<file path="src/rtl/mesi_line_ctrl.sv">
// MESI state holder for NUM_LINES directly indexed lines, with a CPU request port, a bus port and snoop response.
// state | meaning: IDLE = accepting CPU requests; REQ = bus_req held for grant; WAIT = bus owned, waiting for bus_done
module mesi_line_ctrl #(
    parameter int NUM_LINES  = 8,
    parameter int IDX_W      = $clog2(NUM_LINES),
    parameter bit UPGRADE_EN = 1'b1
) (
    input  logic             clk,
    input  logic             reset,
    input  logic             cpu_valid,
    input  logic [1:0]       cpu_op,
    input  logic [IDX_W-1:0] cpu_idx,
    output logic             cpu_ready,
    output logic             cpu_resp_valid,
    output logic             cpu_resp_hit,
    output logic             bus_req,
    output logic [1:0]       bus_op,
    output logic [IDX_W-1:0] bus_idx,
    input  logic             bus_gnt,
    input  logic             bus_done,
    input  logic             bus_shared,
    input  logic             snp_valid,
    input  logic [1:0]       snp_op,
    input  logic [IDX_W-1:0] snp_idx,
    output logic             snp_share,
    output logic             snp_flush,
    input  logic [IDX_W-1:0] dbg_idx,
    output logic [1:0]       dbg_state
);
    typedef enum logic [1:0] {INVALID = 2'b00, SHARED = 2'b01, EXCLUSIVE = 2'b10, MODIFIED = 2'b11} CacheState;
    typedef enum logic [1:0] {IDLE = 2'b00, REQ = 2'b01, WAIT = 2'b10} CtrlState;

    localparam logic [1:0] OP_GETS = 2'b00, OP_GETX = 2'b01, OP_INV = 2'b10, OP_PUTX = 2'b11;
    localparam logic [1:0] CPU_WRITE = 2'b01, CPU_EVICT = 2'b10;

    CacheState lineState [NUM_LINES];
    CtrlState  ctrlState;

    CacheState cpuLine, snpLine, snpNext, hitNext;
    logic      accept, isMiss, snpActive, snpOnPending, raceUpgrade, raceCancel;
    logic [1:0] missOp;

    assign cpuLine   = lineState[cpu_idx];
    assign snpLine   = lineState[snp_idx];
    assign dbg_state = lineState[dbg_idx];
    assign cpu_ready = (ctrlState == IDLE) && !(snp_valid && snp_idx == cpu_idx);
    assign accept    = cpu_valid && cpu_ready;

    assign snpActive    = snp_valid && snp_op != OP_PUTX;
    assign snpNext      = (snp_op == OP_GETS && snpLine != INVALID) ? SHARED : INVALID;
    assign snpOnPending = snpActive && ctrlState == REQ && snp_idx == bus_idx;
    assign raceUpgrade  = snpOnPending && bus_op == OP_INV && (snp_op == OP_GETX || snp_op == OP_INV);
    assign raceCancel   = snpOnPending && bus_op == OP_PUTX && (snp_op == OP_GETS || snp_op == OP_GETX);

    always_comb begin
        isMiss  = 1'b0;
        missOp  = OP_GETS;
        hitNext = cpuLine;
        case (cpu_op)
            CPU_WRITE: begin
                case (cpuLine)
                    MODIFIED, EXCLUSIVE: hitNext = MODIFIED;
                    SHARED: begin
                        isMiss = 1'b1;
                        missOp = UPGRADE_EN ? OP_INV : OP_GETX;
                    end
                    default: begin
                        isMiss = 1'b1;
                        missOp = OP_GETX;
                    end
                endcase
            end
            CPU_EVICT: begin
                if (cpuLine == MODIFIED) begin
                    isMiss = 1'b1;
                    missOp = OP_PUTX;
                end else begin
                    hitNext = INVALID;
                end
            end
            default: begin
                if (cpuLine == INVALID) begin
                    isMiss = 1'b1;
                    missOp = OP_GETS;
                end
            end
        endcase
    end

    always_ff @(posedge clk) begin
        if (reset) begin
            for (int i = 0; i < NUM_LINES; i++) lineState[i] <= INVALID;
            ctrlState      <= IDLE;
            cpu_resp_valid <= 1'b0;
            cpu_resp_hit   <= 1'b0;
            bus_req        <= 1'b0;
            bus_op         <= OP_GETS;
            bus_idx        <= '0;
            snp_share      <= 1'b0;
            snp_flush      <= 1'b0;
        end else begin
            cpu_resp_valid <= 1'b0;
            cpu_resp_hit   <= 1'b0;
            snp_share      <= snpActive && snpLine != INVALID;
            snp_flush      <= snpActive && snpLine == MODIFIED && (snp_op == OP_GETS || snp_op == OP_GETX);
            if (snpActive) lineState[snp_idx] <= snpNext;

            case (ctrlState)
                IDLE: begin
                    if (accept) begin
                        if (isMiss) begin
                            ctrlState <= REQ;
                            bus_req   <= 1'b1;
                            bus_op    <= missOp;
                            bus_idx   <= cpu_idx;
                        end else begin
                            lineState[cpu_idx] <= hitNext;
                            cpu_resp_valid     <= 1'b1;
                            cpu_resp_hit       <= 1'b1;
                        end
                    end
                end
                REQ: begin
                    // The snooper's flush already wrote the dirty line back, so the PUTX is redundant.
                    if (raceCancel) begin
                        ctrlState      <= IDLE;
                        bus_req        <= 1'b0;
                        cpu_resp_valid <= 1'b1;
                    end else begin
                        if (raceUpgrade) bus_op <= OP_GETX;
                        if (bus_gnt) begin
                            ctrlState <= WAIT;
                            bus_req   <= 1'b0;
                        end
                    end
                end
                WAIT: begin
                    if (bus_done) begin
                        ctrlState      <= IDLE;
                        cpu_resp_valid <= 1'b1;
                        case (bus_op)
                            OP_GETS: lineState[bus_idx] <= bus_shared ? SHARED : EXCLUSIVE;
                            OP_PUTX: lineState[bus_idx] <= INVALID;
                            default: lineState[bus_idx] <= MODIFIED;
                        endcase
                    end
                end
                default: ctrlState <= IDLE;
            endcase
        end
    end

    always @(posedge clk) begin
        if (!reset)
            assert (!(ctrlState == WAIT && snpActive && snp_idx == bus_idx))
            else $error("snoop to owned line %0d while bus transaction in flight", bus_idx);
    end
endmodule

</file>
<file path="config.mk">
export PLATFORM = sky130hd
export DESIGN_NAME = mesi_line_ctrl
export DESIGN_NICKNAME = d
export VERILOG_FILES = /design/src/rtl/mesi_line_ctrl.sv
export SDC_FILE = /design/constraint.sdc
export NUM_CORES = 1
export LEC_CHECK = 0
export BUFFER_PORTS_ARGS = -buffer_cell sky130_fd_sc_hd__buf_4
export CAP_MARGIN = 10
export CORE_MARGIN = 8
export CORE_UTILIZATION = 45
export DETAILED_ROUTE_END_ITERATION = 7
export GPL_ROUTABILITY_DRIVEN = 0
export PLACE_DENSITY = 0.69
export SYNTH_ARGS = -nofsm -noshare
export SYNTH_HDL_FRONTEND = slang
export SYNTH_SLANG_ARGS = --single-unit
</file>
<file path="constraint.sdc">
create_clock -name clk -period 6.11 [get_ports clk]
set_input_delay 0 -clock clk [delete_from_list [all_inputs] [get_ports clk]]
set_output_delay 0 -clock clk [all_outputs]
set_load 0.01 [all_outputs]
</file>
* Yosys cells after proc, flatten, opt, wreduce, memory -nomap -nowiden *
Memory sizes are Yosys's and may differ from the RTL's.
Index checks and enable logic that the tools add are counted.

operators by class
  add/subtract/negate cells = 0
  $mul = 0
  divide/modulo/power cells = 0
  $lt $le $gt $ge = 0
  equality and inequality tests = 21
  shifts and indexed selects = 0
  multiplexer cells = 67
  bitwise operators = 2
  reduce and logical (&&, ||, !) cells = 32

operators by type and width
  operator            count
  $mux 1              38
  $mux 2              18
  $eq 2x2->1 const B  8
  $pmux 2 s2          4
  $logic_and 1x1->1   14
  $ne 2x2->1 const B  6
  $reduce_or 2->1     5
  $mux 3              3
  $eq 2x1->1 const B  4
  $logic_not 2->1     4
  $reduce_and 4->1    2
  $eq 3x3->1          2
  $pmux 2 s3          1
  $reduce_and 5->1    1
  $pmux 1 s2          2
  $reduce_bool 2->1   2
  $ne 3x3->1 const B  1
  $pmux 1 s3          1
  $reduce_and 3->1    1
  $logic_or 1x1->1    2
  $or 1x1->1          2
  $logic_not 1->1     1

word-level totals
  bits in registers = 12
  latch bits = 0
  memory bits (writable) = 16
  bits in read-only memories = 0
  bits of input ports = 20
  memories kept = 1

memories
  memory     depth  bits a word  rd ports  clocked after memory_dff  wr ports  line  source
  lineState  8      2            3         0                         8         36    CacheState lineState [NUM_LINES];

* Logic depth before layout (Yosys ltp) *
Gate-level depths: netlist of run 1.
An unclocked memory read counts as a cell.

  word-level depth = 13
  depth in mapped cells = 9
  gate-level depth less buffers = 7

* Worst setup path before layout of run 1 *
No wires, ideal clock.

  path type = register to register
  start point = memory lineState[7][0] in the netlist's numbering
  end point = memory lineState[5][0] in the netlist's numbering (enable)
  setup time = 0.265 ns
  arrival time = 2.145 ns
  data required time = 5.845 ns
  slack = 3.700 ns
  stages on the path, launching flop included = 8
  clock period less this slack = 2.410 ns
  path through = edfxtp_1 mux4_2 mux2_2 a211o_1 o211a_2 a32oi_2 buf_2 o21ai_1

RTL lines
  element             line
  start: declaration  36

==> impl_metrics.xml, run 1 <==
<?xml version="1.0" encoding="UTF-8"?>
<metrics>
  <group name="timing">
    <metric name="setup_viol_count_final" unit="">0</metric>
    <metric name="setup_total_negative_slack" unit="ns">0</metric>
    <metric name="worst_slew_pin_slew" unit="ns">0.7879</metric>
    <metric name="clock.fmax" unit="GHz">0.3521</metric>
    <metric name="fin_worst_hold_slack" unit="ns">-0.006388</metric>
    <metric name="period_needed" unit="ns">2.840</metric>
    <metric name="report.final.hold_viol_count" unit="">1</metric>
    <metric name="slew_headroom" unit="%">47.03</metric>
    <metric name="worst_clock_skew" unit="ns">0.004575</metric>
    <metric name="rsz0062_at_grt" unit="">false</metric>
    <metric name="tcrit_tclk_final" unit="%">46.48</metric>
    <metric name="final_report_max_slew_violation_count" unit="">0</metric>
  </group>
  <group name="hold_path">
    <metric name="hold_path.class" unit="">input port to flip-flop</metric>
    <metric name="min_from" unit="">bus_gnt</metric>
    <metric name="worstHoldPathCells" unit="">3</metric>
    <metric name="hold_path_end" unit="">ctrlState[0]$_SDFFE_PP0P_</metric>
  </group>
  <group name="final_layout">
    <metric name="antennaDiodeCount" unit="">0</metric>
    <metric name="filler_cell_count" unit="">496</metric>
    <metric name="area.sequential" unit="µm²">720.7</metric>
    <metric name="syn2layout_area_growth" unit="%">13.09</metric>
    <metric name="drive_gt1_share" unit="%">20.38</metric>
    <metric name="finalNetCount" unit="">294</metric>
    <metric name="multiInputGateArea" unit="mm²">0.001434</metric>
  </group>
  <group name="logic_synthesis">
    <metric name="netlist_area" unit="mm²">0.002293</metric>
    <metric name="yosysTopAreaCell" unit="">sky130_fd_sc_hd__edfxtp_1</metric>
    <metric name="synth.lib_cells_used.distinct" unit="">55</metric>
    <metric name="synthAdderAreaFrac" unit="%">4.364</metric>
    <metric name="post-synth-top-count-cell" unit="">sky130_fd_sc_hd__edfxtp_1</metric>
    <metric name="yosys-mux-area-fraction" unit="%">12.98</metric>
    <metric name="synth_compound_area_share" unit="%">21.77</metric>
    <metric name="synthFlopType" unit="">sky130_fd_sc_hd__edfxtp_1</metric>
    <metric name="main_area_contributors_after_synthesis" unit="">sky130_fd_sc_hd__edfxtp_1, sky130_fd_sc_hd__dfxtp_1, sky130_fd_sc_hd__mux4_2</metric>
    <metric name="synth_enable_flop_cells" unit="">16</metric>
    <metric name="synth.yosys.seq_area_share" unit="%">31.42</metric>
    <metric name="synthesis.nets" unit="">276</metric>
    <metric name="yosys_warnings" unit="">0</metric>
    <metric name="syn-instance-count" unit="">248</metric>
    <metric name="synthArstFlopShare" unit="%">0</metric>
    <metric name="netlist.area_leader.share" unit="%">20.95</metric>
    <metric name="syn_area_per_cell" unit="µm²">9.248</metric>
    <metric name="synth.ff_latch_count" unit="">28</metric>
    <metric name="synthXorXnorAreaFrac" unit="%">2.291</metric>
    <metric name="synth_top_cells_by_count" unit="">sky130_fd_sc_hd__edfxtp_1, sky130_fd_sc_hd__inv_1, sky130_fd_sc_hd__nand4_1</metric>
    <metric name="synth_top_family_by_area" unit="">compound AO/OA/AOI/OAI gates</metric>
    <metric name="post_synth_and_or_nand_nor_area_fraction" unit="%">21.11</metric>
  </group>
  <group name="placed_design">
    <metric name="dpl.hpwl" unit="µm">4753</metric>
    <metric name="numPortBuffers" unit="">32</metric>
  </group>
  <group name="global_route">
    <metric name="grt.met1_usage" unit="%">21.76</metric>
    <metric name="gr-max-usage-layer" unit="">met2</metric>
    <metric name="overflow" unit="">0</metric>
    <metric name="grt_max_degree" unit="">24</metric>
    <metric name="grtUsageTotal" unit="%">17.03</metric>
    <metric name="first_global_vias" unit="">2081</metric>
    <metric name="groute.layer.met3.usage" unit="%">2.170</metric>
    <metric name="initial_antenna_violation_count" unit="">0</metric>
    <metric name="grt_pass1_wl" unit="µm">10210</metric>
    <metric name="grt_util_met2" unit="%">28.17</metric>
  </group>
  <group name="cts">
    <metric name="cts.repair_timing.setup_buffer_count" unit="">0</metric>
    <metric name="clkLatencyLatePin" unit="ns">0.29</metric>
    <metric name="post_cts_hold_buffer_count" unit="">0</metric>
    <metric name="cts_resized" unit="">0</metric>
    <metric name="tritoncts" unit="">done</metric>
    <metric name="root_buffer" unit="">sky130_fd_sc_hd__clkbuf_8</metric>
    <metric name="cts_max_path_buffers" unit="">2</metric>
    <metric name="path_clk_slew" unit="ns">0.10</metric>
    <metric name="cts_buffers" unit="">3</metric>
    <metric name="cts.htree.levels" unit="">1</metric>
    <metric name="cts_num_sinks" unit="">28</metric>
  </group>
  <group name="drt">
    <metric name="post_detailed_route_drc_marker_count" unit="">0</metric>
    <metric name="detailroute.via_count" unit="">2095</metric>
    <metric name="routed_wirelength" unit="µm">6266</metric>
    <metric name="drt_antenna_net_count" unit="">0</metric>
    <metric name="dr.pass1.iters" unit="">4</metric>
    <metric name="first_iter_violations" unit="">264</metric>
    <metric name="average_routed_wire_per_standard_cell" unit="µm">18.70</metric>
    <metric name="drt-vias-per-instance" unit="">6.254</metric>
  </group>
  <group name="die">
    <metric name="die_h" unit="µm">87.39</metric>
    <metric name="initial_utilization" unit="%">45.78</metric>
    <metric name="ports_placed_on_the_boundary" unit="">33</metric>
    <metric name="die_x" unit="µm">87.39</metric>
    <metric name="coreArea" unit="mm²">0.005010</metric>
    <metric name="fp-row-count" unit="">26</metric>
    <metric name="fp.dieArea" unit="mm²">0.007637</metric>
  </group>
  <group name="critical_path">
    <metric name="type_of_the_setup_path_with_the_least_slack" unit="">flip-flop to flip-flop</metric>
    <metric name="worst-endpoint-arrival" unit="ns">2.86</metric>
    <metric name="critical_path_buf_inv_count" unit="">0</metric>
    <metric name="cp_max_fo" unit="">12</metric>
    <metric name="critPathSlowestCell" unit="">sky130_fd_sc_hd__a32oi_2</metric>
    <metric name="critical_path_depth" unit="">6</metric>
    <metric name="setup.worst_path.start_class" unit="">flip-flop</metric>
    <metric name="worst-r2r-setup-slack" unit="ns">3.27</metric>
    <metric name="max_stage_delay" unit="ns">0.58</metric>
    <metric name="crit_path_cell_trace" unit="">mux4_2 &gt; mux2_2 &gt; a211o_1 &gt; o211a_2 &gt; a32oi_2 &gt; o21ai_1</metric>
    <metric name="end_kind" unit="">flip-flop</metric>
    <metric name="worstRegToRegCells" unit="">6</metric>
    <metric name="critPathTopFamily" unit="">compound AO/OA/AOI/OAI gates</metric>
    <metric name="worst_r2r_endpoint" unit="">lineState[7][1]$_SDFFCE_PN0P_</metric>
    <metric name="reg2reg_start" unit="">lineState[7][0]$_DFFE_PP_</metric>
    <metric name="worst_ep_required_time" unit="ns">6.13</metric>
  </group>
  <group name="power_and_ir_drop">
    <metric name="combinationalPowerShare" unit="%">28.1</metric>
    <metric name="peak_supply_drop" unit="mV">0.08787</metric>
    <metric name="totalPowerFinal" unit="mW">0.4711</metric>
    <metric name="sequentialPowerShare" unit="%">46.7</metric>
    <metric name="cell_internal_pwr" unit="mW">0.3240</metric>
    <metric name="netSwitchingFraction" unit="%">31.23</metric>
    <metric name="power.density_cell_area" unit="mW/mm²">181.6</metric>
    <metric name="switching_power" unit="mW">0.1471</metric>
    <metric name="cellLeakagePower" unit="nW">0.9616</metric>
    <metric name="share_clk_of_total_power" unit="%">25.2</metric>
  </group>
  <group name="outcome">
    <metric name="status" unit="">finished, violations left</metric>
    <metric name="failed_checks" unit="">hold timing</metric>
  </group>
  <group name="flow_run">
    <metric name="maxCapViolations" unit="">0</metric>
  </group>
</metrics>
[per-layer routing]
layer | up-vias | part of all wire (%)
li1 | 994 | -
met1 | 995 | 41
met2 | 94 | 47
met3 | 12 | 9.5
met4 | 0 | 1.9
met5 | - | 0
[flip-flops by register name (all words and copies together), names as in the netlist]
register and count:
snp_share 1, ctrlState 2, snp_flush 1, bus_idx 3
bus_op 2, lineState 16, cpu_resp_hit 1, bus_req 1
cpu_resp_valid 1
[worst max path at each step]
stage | slack, ns | end | startpoint
final | 3.27 | lineState[7][1]$_SDFFCE_PN0P_ | lineState[7][0]$_DFFE_PP_
after global routing | 3.10 | lineState[0][0]$_DFFE_PP_ | ctrlState[1]$_SDFFE_PP0P_
after CTS | 3.26 | lineState[6][0]$_DFFE_PP_ | lineState[7][0]$_DFFE_PP_
after detailed placement | 3.28 | lineState[6][1]$_SDFFCE_PN0P_ | lineState[7][0]$_DFFE_PP_
after global placement | 3.26 | lineState[6][1]$_SDFFCE_PN0P_ | lineState[7][0]$_DFFE_PP_
after floorplan | 3.70 | lineState[5][0]$_DFFE_PP_ | lineState[7][0]$_DFFE_PP_
[kinds of logic after synthesis]
family                     count (synthesis)
muxes                                     19
AOI/OAI and AO/OA                         70
adders and majority gates                  8
buffers and inverters                     34
and+or+nand+nor                           83
xor gates and xnor gates                   6
DFF                                       28
[worst min-delay path, delay by kind of cell]
family | cells | cell delay [ns]
AND/OR/NAND/NOR | 1 | 0.09
buffers and inverters | 1 | 0.08
AO/OA/AOI/OAI | 1 | 0.06
[through the flow]
stage | hold slack [ns] | cell area (µm²) | cells | utilization [%] | setup WS (ns)
floorplan | 0.1576 | 2293 | 248 | - | 3.700
CTS | 0.001837 | 2594 | 335 | 51.77 | 3.262
detailed placement | 0.3056 | 2539 | 331 | 50.67 | 3.282
global route | 0.03392 | 2594 | 335 | 51.77 | 3.101
finish | -0.006388 | 2594 | 335 | 51.77 | 3.270
global placement | 0.2923 | 2539 | 331 | 50.67 | 3.264
[cell usage in the layout, fill, tap and decap left out, types with 2 or more instances in the layout]
master | netlist | final
sky130_fd_sc_hd__clkbuf_8 | 0 | 4
sky130_fd_sc_hd__buf_4 | 1 | 32
sky130_fd_sc_hd__nand2b_1 | 5 | 5
sky130_fd_sc_hd__xnor2_1 | 3 | 3
sky130_fd_sc_hd__mux2_2 | 4 | 4
sky130_fd_sc_hd__a211oi_1 | 5 | 5
sky130_fd_sc_hd__o31a_1 | 2 | 2
sky130_fd_sc_hd__a32oi_2 | 2 | 2
sky130_fd_sc_hd__nand2_1 | 10 | 10
sky130_fd_sc_hd__or4b_1 | 2 | 2
sky130_fd_sc_hd__nor2b_1 | 6 | 6
sky130_fd_sc_hd__inv_1 | 15 | 15
sky130_fd_sc_hd__o21ai_0 | 4 | 4
sky130_fd_sc_hd__mux2_1 | 2 | 2
sky130_fd_sc_hd__a221oi_1 | 3 | 3
sky130_fd_sc_hd__and3_1 | 2 | 2
sky130_fd_sc_hd__and2_1 | 5 | 5
sky130_fd_sc_hd__nor3_1 | 3 | 3
sky130_fd_sc_hd__edfxtp_1 | 16 | 16
sky130_fd_sc_hd__a31oi_1 | 6 | 6
sky130_fd_sc_hd__a211o_1 | 2 | 2
sky130_fd_sc_hd__ha_1 | 8 | 8
sky130_fd_sc_hd__nand3_1 | 4 | 4
sky130_fd_sc_hd__nor3b_1 | 9 | 9
sky130_fd_sc_hd__xor2_1 | 3 | 3
sky130_fd_sc_hd__mux2i_1 | 5 | 5
sky130_fd_sc_hd__o31ai_1 | 13 | 13
sky130_fd_sc_hd__nand4_1 | 15 | 15
sky130_fd_sc_hd__nor2_1 | 14 | 14
sky130_fd_sc_hd__mux4_2 | 8 | 8
sky130_fd_sc_hd__dfxtp_1 | 12 | 12
sky130_fd_sc_hd__a21oi_1 | 12 | 12
sky130_fd_sc_hd__o21ai_1 | 10 | 10
[power groups by stage]
stage | clock [mW] | combinational [mW] | sequential (mW)
after floorplan | 0 | 0.0884 | 0.221
after global placement | 0 | 0.130 | 0.224
after detailed placement | 0 | 0.131 | 0.224
after CTS | 0.119 | 0.132 | 0.220
after global routing | 0.126 | 0.145 | 0.222
final | 0.119 | 0.132 | 0.220
[area by class of cell]
type,count,area share [%]
multi-input cells,186,55.28
flip-flops and latches,28,27.79
repair buffers,32,9.262
well taps,70,3.377
inverters,15,2.171
clock buffers,4,2.123
No activity file was read; power rests on OpenSTA's default activity.
==> run 2, diff against run 1 <==
--- a/config.mk
+++ b/config.mk
@@ -5,13 +5,14 @@
 export SDC_FILE = /design/constraint.sdc
 export NUM_CORES = 1
 export LEC_CHECK = 0
+export ABC_AREA = 1
 export BUFFER_PORTS_ARGS = -buffer_cell sky130_fd_sc_hd__buf_4
 export CAP_MARGIN = 10
 export CORE_MARGIN = 8
 export CORE_UTILIZATION = 45
 export DETAILED_ROUTE_END_ITERATION = 7
 export GPL_ROUTABILITY_DRIVEN = 0
-export PLACE_DENSITY = 0.69
+export PLACE_DENSITY = 0.72
 export SYNTH_ARGS = -nofsm -noshare
 export SYNTH_HDL_FRONTEND = slang
 export SYNTH_SLANG_ARGS = --single-unit
==> constraint.sdc (replaced) <==
create_clock -name clk -period 2.5 [get_ports clk]
set_input_delay 0 -clock clk [delete_from_list [all_inputs] [get_ports clk]]
set_output_delay 0 -clock clk [all_outputs]
set_load 0.01 [all_outputs]
==> run 2 against run 1 <==
The flow now finishes without violations. First-iteration DRC count up 14%. Count of clock-buffer cells in the layout down 1. Power up 150%. Synthesized cell count up 44%. Critical path depth up 3. Register-to-register slack worse by 2.9 ns. Clock power up 120%. Worst hold slack better by 0.045 ns. Combinational power rose to 2.8 times the previous value. Largest cell class unchanged.
==> impl_metrics.xml, run 2 <==
<?xml version="1.0" encoding="UTF-8"?>
<metrics>
  <group name="outcome">
    <metric name="status" unit="">complete, no violations</metric>
  </group>
  <group name="drt">
    <metric name="first_iter_violations" unit="">300</metric>
    <metric name="detailroute.via_count" unit="">2467</metric>
    <metric name="dr.pass1.iters" unit="">5</metric>
    <metric name="post_detailed_route_drc_marker_count" unit="">0</metric>
    <metric name="drt_antenna_net_count" unit="">0</metric>
    <metric name="drt-vias-per-instance" unit="">5.375</metric>
    <metric name="routed_wirelength" unit="µm">6623</metric>
    <metric name="average_routed_wire_per_standard_cell" unit="µm">14.43</metric>
  </group>
  <group name="cts">
    <metric name="cts_buffers" unit="">3</metric>
    <metric name="cts_num_sinks" unit="">28</metric>
    <metric name="root_buffer" unit="">sky130_fd_sc_hd__clkbuf_8</metric>
    <metric name="cts_max_path_buffers" unit="">2</metric>
    <metric name="path_clk_slew" unit="ns">0.10</metric>
    <metric name="cts.repair_timing.setup_buffer_count" unit="">0</metric>
    <metric name="post_cts_hold_buffer_count" unit="">1</metric>
    <metric name="cts_resized" unit="">0</metric>
    <metric name="tritoncts" unit="">done</metric>
    <metric name="clkLatencyLatePin" unit="ns">0.28</metric>
    <metric name="cts.htree.levels" unit="">1</metric>
  </group>
  <group name="timing">
    <metric name="fin_worst_hold_slack" unit="ns">0.03850</metric>
    <metric name="worst_slack" unit="ns">0.3999</metric>
    <metric name="worst_clock_skew" unit="ns">0.005500</metric>
    <metric name="slew_headroom" unit="%">70.20</metric>
    <metric name="period_needed" unit="ns">2.100</metric>
    <metric name="setup_total_negative_slack" unit="ns">0</metric>
    <metric name="tcrit_tclk_final" unit="%">84.00</metric>
    <metric name="clock.fmax" unit="GHz">0.4762</metric>
    <metric name="rsz0062_at_grt" unit="">false</metric>
    <metric name="final_report_max_slew_violation_count" unit="">0</metric>
    <metric name="worst_slew_pin_slew" unit="ns">0.4453</metric>
    <metric name="report.final.hold_viol_count" unit="">0</metric>
    <metric name="setup_viol_count_final" unit="">0</metric>
  </group>
  <group name="final_layout">
    <metric name="drive_gt1_share" unit="%">16.97</metric>
    <metric name="antennaDiodeCount" unit="">0</metric>
    <metric name="finalNetCount" unit="">418</metric>
    <metric name="largest_registers" unit="">lineState x16, bus_idx x3</metric>
    <metric name="layout.cells.most_common" unit="">sky130_fd_sc_hd__nand2_1</metric>
    <metric name="most-common-layout-cells" unit="">sky130_fd_sc_hd__nand2_1, sky130_fd_sc_hd__inv_1, sky130_fd_sc_hd__nand3_1</metric>
    <metric name="syn2layout_area_growth" unit="%">14.78</metric>
    <metric name="layoutNonFillerInstCount" unit="">459</metric>
    <metric name="finish.instance_area" unit="mm²">0.002683</metric>
    <metric name="largest_register_ffs" unit="">16</metric>
    <metric name="largest-register" unit="">lineState</metric>
  </group>
  <group name="logic_synthesis">
    <metric name="synth.ff_latch_count" unit="">28</metric>
    <metric name="main_area_contributors_after_synthesis" unit="">sky130_fd_sc_hd__edfxtp_1, sky130_fd_sc_hd__nand2_1, sky130_fd_sc_hd__dfxtp_1</metric>
    <metric name="synth_top_cells_by_count" unit="">sky130_fd_sc_hd__nand2_1, sky130_fd_sc_hd__inv_1, sky130_fd_sc_hd__nand3_1</metric>
    <metric name="yosysTopAreaCell" unit="">sky130_fd_sc_hd__edfxtp_1</metric>
    <metric name="synth.lib_cells_used.distinct" unit="">34</metric>
    <metric name="syn_area_per_cell" unit="µm²">6.529</metric>
    <metric name="synthArstFlopShare" unit="%">0</metric>
    <metric name="syn-instance-count" unit="">358</metric>
    <metric name="yosys_warnings" unit="">0</metric>
    <metric name="synth.yosys.seq_area_share" unit="%">30.84</metric>
    <metric name="netlist.area_leader.share" unit="%">20.56</metric>
    <metric name="synthFlopType" unit="">sky130_fd_sc_hd__edfxtp_1</metric>
    <metric name="netlist_area" unit="mm²">0.002337</metric>
    <metric name="synth_enable_flop_cells" unit="">16</metric>
    <metric name="synthesis.nets" unit="">386</metric>
    <metric name="post-synth-top-count-cell" unit="">sky130_fd_sc_hd__nand2_1</metric>
  </group>
  <group name="die">
    <metric name="coreArea" unit="mm²">0.005075</metric>
    <metric name="die_h" unit="µm">88.07</metric>
    <metric name="initial_utilization" unit="%">46.06</metric>
    <metric name="fp.dieArea" unit="mm²">0.007756</metric>
    <metric name="fp-row-count" unit="">26</metric>
    <metric name="die_x" unit="µm">88.07</metric>
    <metric name="ports_placed_on_the_boundary" unit="">33</metric>
  </group>
  <group name="power_and_ir_drop">
    <metric name="cellLeakagePower" unit="nW">1.281</metric>
    <metric name="power.density_cell_area" unit="mW/mm²">433.7</metric>
    <metric name="peak_supply_drop" unit="mV">0.2354</metric>
  </group>
  <group name="hold_path">
    <metric name="hold_path.class" unit="">input port to flip-flop</metric>
  </group>
  <group name="flow_run">
    <metric name="maxCapViolations" unit="">0</metric>
  </group>
  <group name="placed_design">
    <metric name="post-place-ws" unit="ns">0.4633</metric>
    <metric name="numPlacedInstances" unit="">454</metric>
    <metric name="dpl.hpwl" unit="µm">5164</metric>
    <metric name="numPortBuffers" unit="">32</metric>
    <metric name="detailed_place.area" unit="mm²">0.002628</metric>
  </group>
  <group name="global_route">
    <metric name="grt_max_degree" unit="">17</metric>
    <metric name="grtUsageTotal" unit="%">17.65</metric>
    <metric name="initial_antenna_violation_count" unit="">0</metric>
    <metric name="grt_pass1_wl" unit="µm">10790</metric>
    <metric name="first_global_vias" unit="">2325</metric>
    <metric name="overflow" unit="">0</metric>
  </group>
  <group name="critical_path">
    <metric name="type_of_the_setup_path_with_the_least_slack" unit="">flip-flop to flip-flop</metric>
    <metric name="worst_ep_required_time" unit="ns">2.50</metric>
    <metric name="cp_max_fo" unit="">8</metric>
    <metric name="worst-endpoint-arrival" unit="ns">2.10</metric>
    <metric name="end_kind" unit="">flip-flop</metric>
    <metric name="setup.worst_path.start_class" unit="">flip-flop</metric>
  </group>
</metrics>
-- run 2: cell types whose count changed after synthesis, moves of 6 or more --
cell	before	now
sky130_fd_sc_hd__o21ai_1	10	2
sky130_fd_sc_hd__mux4_2	8	0
sky130_fd_sc_hd__nand3_1	4	46
sky130_fd_sc_hd__nor2_1	14	34
sky130_fd_sc_hd__o21ai_0	4	11
sky130_fd_sc_hd__nor2b_1	6	0
sky130_fd_sc_hd__clkbuf_1	8	2
sky130_fd_sc_hd__nor3_1	3	14
sky130_fd_sc_hd__nand2_1	10	89
sky130_fd_sc_hd__nor3b_1	9	0
sky130_fd_sc_hd__o31ai_1	13	1
sky130_fd_sc_hd__nand4_1	15	3
sky130_fd_sc_hd__nand2_2	0	8
sky130_fd_sc_hd__inv_1	15	53
-- run 2: worst paths after layout --
path                                from                             to  slack (ns)  cells past startpoint
setup / recovery  bus_op[0]$_SDFFE_PP0P_  lineState[5][1]$_SDFFCE_PN0P_        0.40                      9
setup reg to reg  bus_op[0]$_SDFFE_PP0P_  lineState[5][1]$_SDFFCE_PN0P_        0.40                      9
hold / removal                  bus_done      ctrlState[1]$_SDFFE_PP0P_        0.04                      4
hold reg to reg     bus_req$_SDFFE_PP0P_           bus_req$_SDFFE_PP0P_        0.45                      2
-- run 2: stage by stage --
step / util, % / power [mW]
after global routing: 52.86 / 1.231
after detailed placement: 51.78 / 0.9086
final: 52.86 / 1.163
after global placement: 51.78 / 0.9018
after floorplan: - / 0.7821
after CTS: 52.86 / 1.163
-- run 2: power by group --
group          switching (mW)  internal [mW]  leakage (nW)
registers              0.0191          0.516         0.264
logic                   0.237          0.133         0.993
clock network           0.148          0.111        0.0231
total                   0.404          0.759          1.28
-- run 2: kinds of logic after synthesis --
| kind of cell | share of synthesized area [%] |
|---|---|
| buffers and inverters | 11.40 |
| adders and majority gates | 4.283 |
| and+or+nand+nor | 40.95 |
| xor gates and xnor gates | 1.499 |
| DFF | 30.84 |
| AOI/OAI and AO/OA | 11.03 |
-- run 2: routing by layer --
layer	wire [µm]	GRT usage, %	vias to the layer above
met2	3051	29.62	110
li1	-	-	1234
met3	556	2.908	15
met4	131	7.220	0
met5	0	0	-
met1	2883	21.78	1108
-- run 2: final cells by class --
type,instances,area (µm²)
fill,535,2392
sequential,28,720.7
timing repair buffer,35,265.3
inverter,57,214.0
clock inverter,1,3.754
multi-input combinational,265,1350
tap,70,87.58
clock buffer,3,41.29
-- run 2: worst max-delay path, stage by stage (launching register included) --
cell                      delay (ns)
sky130_fd_sc_hd__dfxtp_1        0.36
sky130_fd_sc_hd__inv_1          0.08
sky130_fd_sc_hd__ha_1           0.22
sky130_fd_sc_hd__o21ai_2        0.23
sky130_fd_sc_hd__nand2_4        0.13
sky130_fd_sc_hd__o21ai_2        0.22
sky130_fd_sc_hd__inv_1          0.12
sky130_fd_sc_hd__nor2_1         0.21
sky130_fd_sc_hd__nand2_1        0.12
sky130_fd_sc_hd__nand3_1        0.12
